File: src/rtl/symbol_serializer_fifo_pkg.sv
`default_nettype none
//============================================================================
// Package     : symbol_serializer_fifo_pkg
// Description : Shared default geometry for the symbol serializer FIFO.
// Revision    : 1.0 - initial release
//============================================================================
package symbol_serializer_fifo_pkg;

    localparam int DEF_DATA_WIDTH = 4;
    localparam int DEF_ADDR_WIDTH = 2;
    localparam int DEF_DEPTH      = 1 << DEF_ADDR_WIDTH;
    localparam int DEF_BIT_IDX_W  = $clog2(DEF_DATA_WIDTH);

endpackage : symbol_serializer_fifo_pkg
`default_nettype wire

File: src/rtl/symbol_serializer_fifo_mem.sv
`default_nettype none
//============================================================================
// Module      : symbol_fifo_mem
// Description : DEPTH x DATA_WIDTH register array, synchronous write and
//               asynchronous read of the head entry.
// Revision    : 1.0 - initial release
//============================================================================
module symbol_fifo_mem
    import symbol_serializer_fifo_pkg::*;
#(
    parameter int DATA_WIDTH = DEF_DATA_WIDTH,
    parameter int ADDR_WIDTH = DEF_ADDR_WIDTH
) (
    input  logic                  clk,
    input  logic                  i_writeEnable,
    input  logic [ADDR_WIDTH-1:0] i_writeAddr,
    input  logic [DATA_WIDTH-1:0] i_writeData,
    input  logic [ADDR_WIDTH-1:0] i_readAddr,
    output logic [DATA_WIDTH-1:0] o_readData
);

    localparam int DEPTH = 1 << ADDR_WIDTH;

    // Contents are intentionally left uninitialised on reset.
    logic [DATA_WIDTH-1:0] r_mem [DEPTH];

    always_ff @(posedge clk) begin
        if (i_writeEnable) begin
            r_mem[i_writeAddr] <= i_writeData;
        end
    end

    assign o_readData = r_mem[i_readAddr];

endmodule : symbol_fifo_mem
`default_nettype wire

File: src/rtl/symbol_serializer_fifo.sv
`default_nettype none
//============================================================================
// Module      : symbol_serializer_fifo
// Description : Symbol-wide write, bit-serial read FIFO for the transmit path.
//               Define SYMBOL_LSB_FIRST_EN to shift symbols out LSB first.
// Revision    : 1.0 - initial release
//============================================================================
module symbol_serializer_fifo
    import symbol_serializer_fifo_pkg::*;
#(
    parameter int DATA_WIDTH = DEF_DATA_WIDTH,
    parameter int ADDR_WIDTH = DEF_ADDR_WIDTH
) (
    input  logic                          inClock,
    input  logic                          inReset,
    input  logic                          inWriteEnable,
    input  logic [DATA_WIDTH-1:0]         inData,
    input  logic                          inReadEnable,
    output logic                          outData,
    output logic                          outValid,
    output logic                          outDone,
    output logic [ADDR_WIDTH:0]           outWriteCount,
    output logic [$clog2(DATA_WIDTH)-1:0] outReadCount,
    output logic                          outFull,
    output logic                          outEmpty,
    output logic                          outAlmostFull,
    output logic                          outAlmostEmpty,
    output logic                          outWriteError,
    output logic                          outReadError
);

    localparam int DEPTH     = 1 << ADDR_WIDTH;
    localparam int BIT_IDX_W = $clog2(DATA_WIDTH);

    localparam logic [ADDR_WIDTH:0]   c_FULL_CNT   = (ADDR_WIDTH+1)'(DEPTH);
    localparam logic [ADDR_WIDTH:0]   c_AFULL_CNT  = (ADDR_WIDTH+1)'(DEPTH - 1);
    localparam logic [ADDR_WIDTH:0]   c_CNT_ONE    = (ADDR_WIDTH+1)'(1);
    localparam logic [ADDR_WIDTH-1:0] c_PTR_ONE    = ADDR_WIDTH'(1);
    localparam logic [BIT_IDX_W-1:0]  c_BIT_ONE    = BIT_IDX_W'(1);
    localparam logic [BIT_IDX_W-1:0]  c_LAST_BIT   = BIT_IDX_W'(DATA_WIDTH - 1);

    logic [ADDR_WIDTH-1:0] r_writePtr;
    logic [ADDR_WIDTH-1:0] r_readPtr;
    logic [ADDR_WIDTH:0]   r_count;
    logic [BIT_IDX_W-1:0]  r_bitIdx;
    logic                  r_data;
    logic                  r_valid;
    logic                  r_done;
    logic                  r_writeError;
    logic                  r_readError;

    logic                  w_empty;
    logic                  w_full;
    logic                  w_doWrite;
    logic                  w_doRead;
    logic                  w_symbolDone;
    logic [DATA_WIDTH-1:0] w_headSymbol;
    logic [BIT_IDX_W-1:0]  w_bitSel;
    logic                  w_headBit;

    assign w_empty      = (r_count == '0);
    assign w_full       = (r_count == c_FULL_CNT);
    assign w_doWrite    = inWriteEnable && !w_full;
    assign w_doRead     = inReadEnable && !w_empty;
    assign w_symbolDone = w_doRead && (r_bitIdx == c_LAST_BIT);

    symbol_fifo_mem #(
        .DATA_WIDTH (DATA_WIDTH),
        .ADDR_WIDTH (ADDR_WIDTH)
    ) u_mem (
        .clk           (inClock),
        .i_writeEnable (w_doWrite),
        .i_writeAddr   (r_writePtr),
        .i_writeData   (inData),
        .i_readAddr    (r_readPtr),
        .o_readData    (w_headSymbol)
    );

`ifdef SYMBOL_LSB_FIRST_EN
    assign w_bitSel = r_bitIdx;
`else
    assign w_bitSel = c_LAST_BIT - r_bitIdx;
`endif

    assign w_headBit = w_headSymbol[w_bitSel];

    always_ff @(posedge inClock) begin
        if (inReset) begin
            r_writePtr   <= '0;
            r_readPtr    <= '0;
            r_count      <= '0;
            r_bitIdx     <= '0;
            r_data       <= 1'b0;
            r_valid      <= 1'b0;
            r_done       <= 1'b0;
            r_writeError <= 1'b0;
            r_readError  <= 1'b0;
        end else begin
            r_valid      <= w_doRead;
            r_done       <= w_symbolDone;
            r_writeError <= inWriteEnable && w_full;
            r_readError  <= inReadEnable && w_empty;

            if (w_doWrite) begin
                r_writePtr <= r_writePtr + c_PTR_ONE;
            end

            if (w_doRead) begin
                r_data <= w_headBit;
                if (w_symbolDone) begin
                    r_bitIdx  <= '0;
                    r_readPtr <= r_readPtr + c_PTR_ONE;
                end else begin
                    r_bitIdx  <= r_bitIdx + c_BIT_ONE;
                end
            end

            // A write and a symbol-completing read in one cycle cancel out.
            case ({w_doWrite, w_symbolDone})
                2'b10:   r_count <= r_count + c_CNT_ONE;
                2'b01:   r_count <= r_count - c_CNT_ONE;
                default: r_count <= r_count;
            endcase
        end
    end

    assign outData        = r_data;
    assign outValid       = r_valid;
    assign outDone        = r_done;
    assign outWriteCount  = r_count;
    assign outReadCount   = r_bitIdx;
    assign outFull        = w_full;
    assign outEmpty       = w_empty;
    assign outAlmostFull  = (r_count >= c_AFULL_CNT);
    assign outAlmostEmpty = (r_count <= c_CNT_ONE);
    assign outWriteError  = r_writeError;
    assign outReadError   = r_readError;

endmodule : symbol_serializer_fifo
`default_nettype wire

File: config.mk
export PLATFORM = sky130hd
export DESIGN_NAME = symbol_serializer_fifo
export DESIGN_NICKNAME = d
export VERILOG_FILES = /design/src/rtl/symbol_serializer_fifo_pkg.sv /design/src/rtl/symbol_serializer_fifo_mem.sv /design/src/rtl/symbol_serializer_fifo.sv
export SDC_FILE = /design/constraint.sdc
export NUM_CORES = 1
export LEC_CHECK = 0
export ABC_AREA = 1
export CORE_MARGIN = 2
export CORE_UTILIZATION = 33
export CTS_BUF_LIST = sky130_fd_sc_hd__clkbuf_8 sky130_fd_sc_hd__clkbuf_16
export CTS_CLUSTER_DIAMETER = 150
export CTS_CLUSTER_SIZE = 12
export DETAILED_ROUTE_END_ITERATION = 16
export SLEW_MARGIN = 20
export SYNTH_ARGS = -nofsm -noshare
export SYNTH_HDL_FRONTEND = slang
export SYNTH_SLANG_ARGS = --single-unit
export TNS_END_PERCENT = 100
File: constraint.sdc
create_clock -name inClock -period 4.1 [get_ports inClock]
set_input_delay 1.23 -clock inClock [delete_from_list [all_inputs] [get_ports inClock]]
set_output_delay 1.23 -clock inClock [all_outputs]
set_load 0.02 [all_outputs]
## Word level (Yosys, flattened, before mapping)

Memory sizes are Yosys's and may differ from the RTL's. A register that Yosys moved wholly into a read port is not among the register bits.
Cells that the tools add are included.

| word-level totals | value |
|---|---|
| word-level logic and storage cells | 41 |
| memories | 1 |
| bits of input ports | 8 |
| flip-flop bits (word level) | 14 |
| memory bits (writable) | 16 |
| output and inout port bits | 14 |

Memory list:

| name | depth | width | read ports | clocked after Yosys merged registers in | wr ports | line | source |
|---|---|---|---|---|---|---|---|
| u_mem.r_mem | 4 | 4 | 1 | 1 | 1 | symbol_serializer_fifo_mem.sv:25 | `logic [DATA_WIDTH-1:0] r_mem [DEPTH];` |

| operators by class | value |
|---|---|
| reductions and logical operators | 10 |
| eq/ne operators | 4 |
| $lt $le $gt $ge | 3 |
| multiplexer cells | 8 |
| add/sub/neg operators | 6 |

Operator list:

| operator | count |
|---|---|
| $add 2x1->2 const B | 3 |
| $mux 2 | 3 |
| $pmux 3 s2 | 1 |
| $logic_and 1x1->1 | 5 |
| $eq 2x2->1 const B | 2 |
| $add 3x1->3 const B | 1 |
| $eq 3x3->1 const B | 1 |
| $ge 3x2->1 const B | 1 |
| $le 3x1->1 const B | 1 |
| $logic_not 3->1 | 1 |
| $lt 2x3->1 const B | 1 |
| $mux 1 | 3 |
| $sub 3x1->3 const B | 1 |
| $bmux 1 s2 | 1 |
| $eq 2x1->1 const B | 1 |
| $logic_not 1->1 | 2 |
| $reduce_and 2->1 | 1 |
| $reduce_bool 2->1 | 1 |
| $sub 2x2->2 const A | 1 |

## Longest topological paths before layout

| depth | value |
|---|---|
| depth in word-level cells | 7 |
| mapped depth | 10 |
| depth with buffers taken out | 10 |

## By module

Synthesis repeated with hierarchy kept, for this count alone.

| second synthesis, totals | value |
|---|---|
| cell total of the unflattened synthesis | 173 |
| area, all modules | 1,456.4 µm² |

Modules (own cells, without submodules):

| module | sequential area each (µm²) | area each (µm²) | times used | cells an instance |
|---|---|---|---|---|
| symbol_serializer_fifo | 280.3 | 748.2 | 1 | 103 |
| symbol_fifo_mem | 480.5 | 708.2 | 1 | 70 |

## Least setup slack after synthesis

Ideal clock, no wire load.

| timing | value |
|---|---|
| kind | register to output |
| start point | register r_count[2] (netlist: outWriteCount[2]) |
| end point | output outAlmostFull |
| buffers on the path | 0 |
| arrival | 1,114 ps |
| path slack | 1,756 ps |
| data required time | 2,870 ps |
| stages on the path, launching flop included | 5 |
| cell sequence | dfxtp_1 -> inv_2 -> ha_1 -> nor2_1 -> o21ai_0 |

| on the way | value |
|---|---|
| word-level cells in the longest chain between the ends | 1 |

Ends and longest elaborated chain:

| item | line | source |
|---|---|---|
| start, declared | symbol_serializer_fifo.sv:44 | `logic [ADDR_WIDTH:0] r_count;` |
| start signal, assigned | symbol_serializer_fifo.sv:120 | `2'b10: r_count <= r_count + c_CNT_ONE;` |
| start signal, assigned | symbol_serializer_fifo.sv:121 | `2'b01: r_count <= r_count - c_CNT_ONE;` |
| start signal, assigned | symbol_serializer_fifo.sv:122 | `default: r_count <= r_count;` |
| $ge 3x2->1 | symbol_serializer_fifo.sv:134 | `assign outAlmostFull = (r_count >= c_AFULL_CNT);` |
| end, declared | symbol_serializer_fifo.sv:26 | `output logic outAlmostFull,` |

Every way passes these cells.

## Worst setup path after layout

| timing | value |
|---|---|
| start point | register r_count[1] (netlist: outWriteCount[1]) |
| end point | output outFull |

| on the way | value |
|---|---|
| word-level cells in the longest chain between the ends | 1 |

Ends and longest elaborated chain:

| item | line | source |
|---|---|---|
| $eq 3x3->1 | symbol_serializer_fifo.sv:62 | `assign w_full = (r_count == c_FULL_CNT);` |
| end, declared | symbol_serializer_fifo.sv:24 | `output logic outFull,` |

Every way passes these cells.

==> flow_metrics.tcl <==
set metrics [dict create \
    status "finished clean" \
    pre_cts_ws_ns 1.34 \
    synth-seq-cells 32 \
    placed_cell_area_sq_um 1750 \
    dr.first_iter.drc_count 17 \
    post_cts_buffers 0 \
    cts_tree "done" \
    crit_path_end_kind "output pin" \
    worstSetupPathType "reg -> out" \
    cts_buffers 5 \
    holdWs_ns 0.488 \
    holdCritPathClass "reg -> reg" \
    grt_max_degree 11 \
    vias 1024 \
    stdcell_count 239 \
    worstPathRequired_ns 2.87 \
    cts.clk_slew.worst_paths_ns 0.07 \
    final_cell_mix "inv_1 (31), nand2_1 (25), clkdlybuf4s50_1 (21)" \
    hpwl_mm 1.98 \
    register_area_sq_um 801 \
    p_switching_mw 0.210 \
    hp-start "r_readPtr[0]$_SDFFE_PP0P_" \
    rr_startpoint "outWriteCount[0]$_SDFFE_PP0P_" \
    wirelength_mm 2.60 \
    n_antenna_cell 0 \
    ir_worst_vdd_v 0.000170 \
    grt_pass1_vias 990 \
    io_buffers 21 \
    skew_ns 0.00948 \
    viasPerCell 4.28 \
    path_max_fanout 6 \
    grt_pass1_wl_mm 4.37 \
    drive_gt1_share_pct 9.09 \
    htreeDepth 2 \
    critPathLaunchType "register" \
    pwr-share-comb_pct 18.6 \
    fin_crit_ns 3.01 \
    place.gp.congestion 0.810 \
    first_pass_iters 4 \
    drv_slew 0 \
    die_width_um 71.0 \
    clock_sinks 32 \
    postLayoutCellArea_sq_um 1850 \
    syn-cell-area_sq_um 1480 \
    antenna_found_initial 0 \
    post-route-period-util_pct 73.5 \
    synthCells 160 \
    hold_violations 0 \
    synth_nets 179 \
    area_growth_pct 24.9 \
    layout.nets 205 \
    max_freq_mhz 332 \
    drc 0 \
    synth.distinct_cells 22 \
    rows 24 \
    intPower_mw 0.573 \
    antenna_left 0 \
    p_sw_share_pct 26.8 \
    dp.cells 231 \
    root_buffer "clkbuf_8" \
    p_total_mw 0.784 \
    worst_pin_slew_ns 0.402 \
    ys_warn_count 0 \
    avgSynthCellArea_sq_um 9.25 \
    initial_core_util_pct 34.2 \
    postCtsHoldBufs 0 \
    cts_resized 0 \
    rsz0062_at_grt "no" \
    worst_slack_ns 1.09 \
    slew_headroom_pct 73.1 \
    final_util_pct 42.8 \
    fillCellCount 432 \
    die_area_sq_um 5040 \
    gr-total-overflow 0 \
    critical_path_arrival_ns 1.78 \
    seq_power_share_pct 47.3 \
    die_h_um 71.0 \
    seq_area_frac_synth_pct 54.1 \
    maxCapViolCount 0 \
    powerDensity_nw_per_um2 424 \
    grt_usage_pct 11.5 \
    worstSkewPairLatency_ns 0.28 \
    avgRoutedWirePerCell_um 10.9 \
    finalSetupViolations 0 \
    startpoint "outWriteCount[1]$_SDFFE_PP0P_" \
    p_leak_nw 0.836 \
    layout_commonest_cell "inv_1" \
    tns_ns 0 \
    multi_input_area_sq_um 539 \
    ioPinCount 22 \
    core-area_sq_um 4320 \
    clockBufferDepth 2 \
    clkPwrFrac_pct 34.1 \
]
per-layer routing:
layer | global-route usage (%) | up-vias | wire length (um)
met4 | 6.92 | 0 | 72
met2 | 17.9 | 17 | 1180
li1 | - | 550 | -
met5 | 0 | - | 0
met1 | 13.6 | 451 | 1260
met3 | 3.99 | 6 | 98
path summary, 6_finish.rpt:
kind                                        end  slack [ns]  cells after the start
setup / recovery                        outFull        1.09                      5
hold / removal                         register        0.49                      2
setup reg to reg  outWriteCount[0]$_SDFFE_PP0P_        2.21                      9
hold reg to reg                        register        0.49                      2
power by group through the flow:
| stage | clock network (mW) | logic (mW) | registers, mW |
|---|---|---|---|
| after detailed placement | 0 | 0.147 | 0.378 |
| after floorplan | 0 | 0.0797 | 0.387 |
| after global placement | 0 | 0.146 | 0.378 |
| after CTS | 0.275 | 0.147 | 0.371 |
| after global routing | 0.296 | 0.161 | 0.374 |
| final | 0.267 | 0.145 | 0.371 |
kinds of logic (layout without fill, tap and decap cells):
| kind of cell | after synthesis | after routing | share of synthesized area, % |
|---|---|---|---|
| AND/OR/NAND/NOR | 57 | 57 | 18.1 |
| buffers and inverters | 37 | 64 | 9.47 |
| flip-flops | 32 | 32 | 54.1 |
| AO/OA/AOI/OAI | 20 | 20 | 7.27 |
| adder cells (fa/ha/maj) | 11 | 11 | 9.30 |
| XOR/XNOR | 3 | 3 | 1.78 |
synthesized netlist by cell type, drive strengths merged:
master | n | area (sq um)
buf | 1 | 5.00
nor2 | 16 | 78.8
o21ai | 8 | 40.0
a21oi | 10 | 50.1
dfxtp | 16 | 320
or2 | 1 | 6.26
clkbuf | 1 | 3.75
nand3 | 11 | 55.1
xor2 | 3 | 26.3
o211a | 1 | 10.0
inv | 35 | 131
edfxtp | 16 | 480
o21a | 1 | 7.51
nand2 | 28 | 123
nor3 | 1 | 5.00
ha | 11 | 138
sequential cells by signal (all words and copies together) (netlist names), named ones only:
register	count
u_mem.r_mem	16
outWriteCount	3
outReadCount	2
r_readPtr	2
r_writePtr	2
outData	1
outDone	1
outReadError	1
outValid	1
outWriteError	1
layout make-up:
type / count / share of cell area (%)
Clock buffer: 6 / 5.07
Clock inverter: 2 / 0.474
Inverter: 35 / 7.10
Multi-Input combinational cell: 91 / 29.2
Sequential cell: 32 / 43.3
Tap cell: 52 / 3.52
Timing Repair Buffer: 21 / 11.4
critical path, stage by stage, from the launching register on:
cell and delay (ns):
dfxtp_1 0.32, inv_1 0.15, ha_1 0.24, nand2_1 0.09, inv_1 0.09, clkdlybuf4s50_1 0.61
Note: power is estimated with default switching activity, not from simulation.
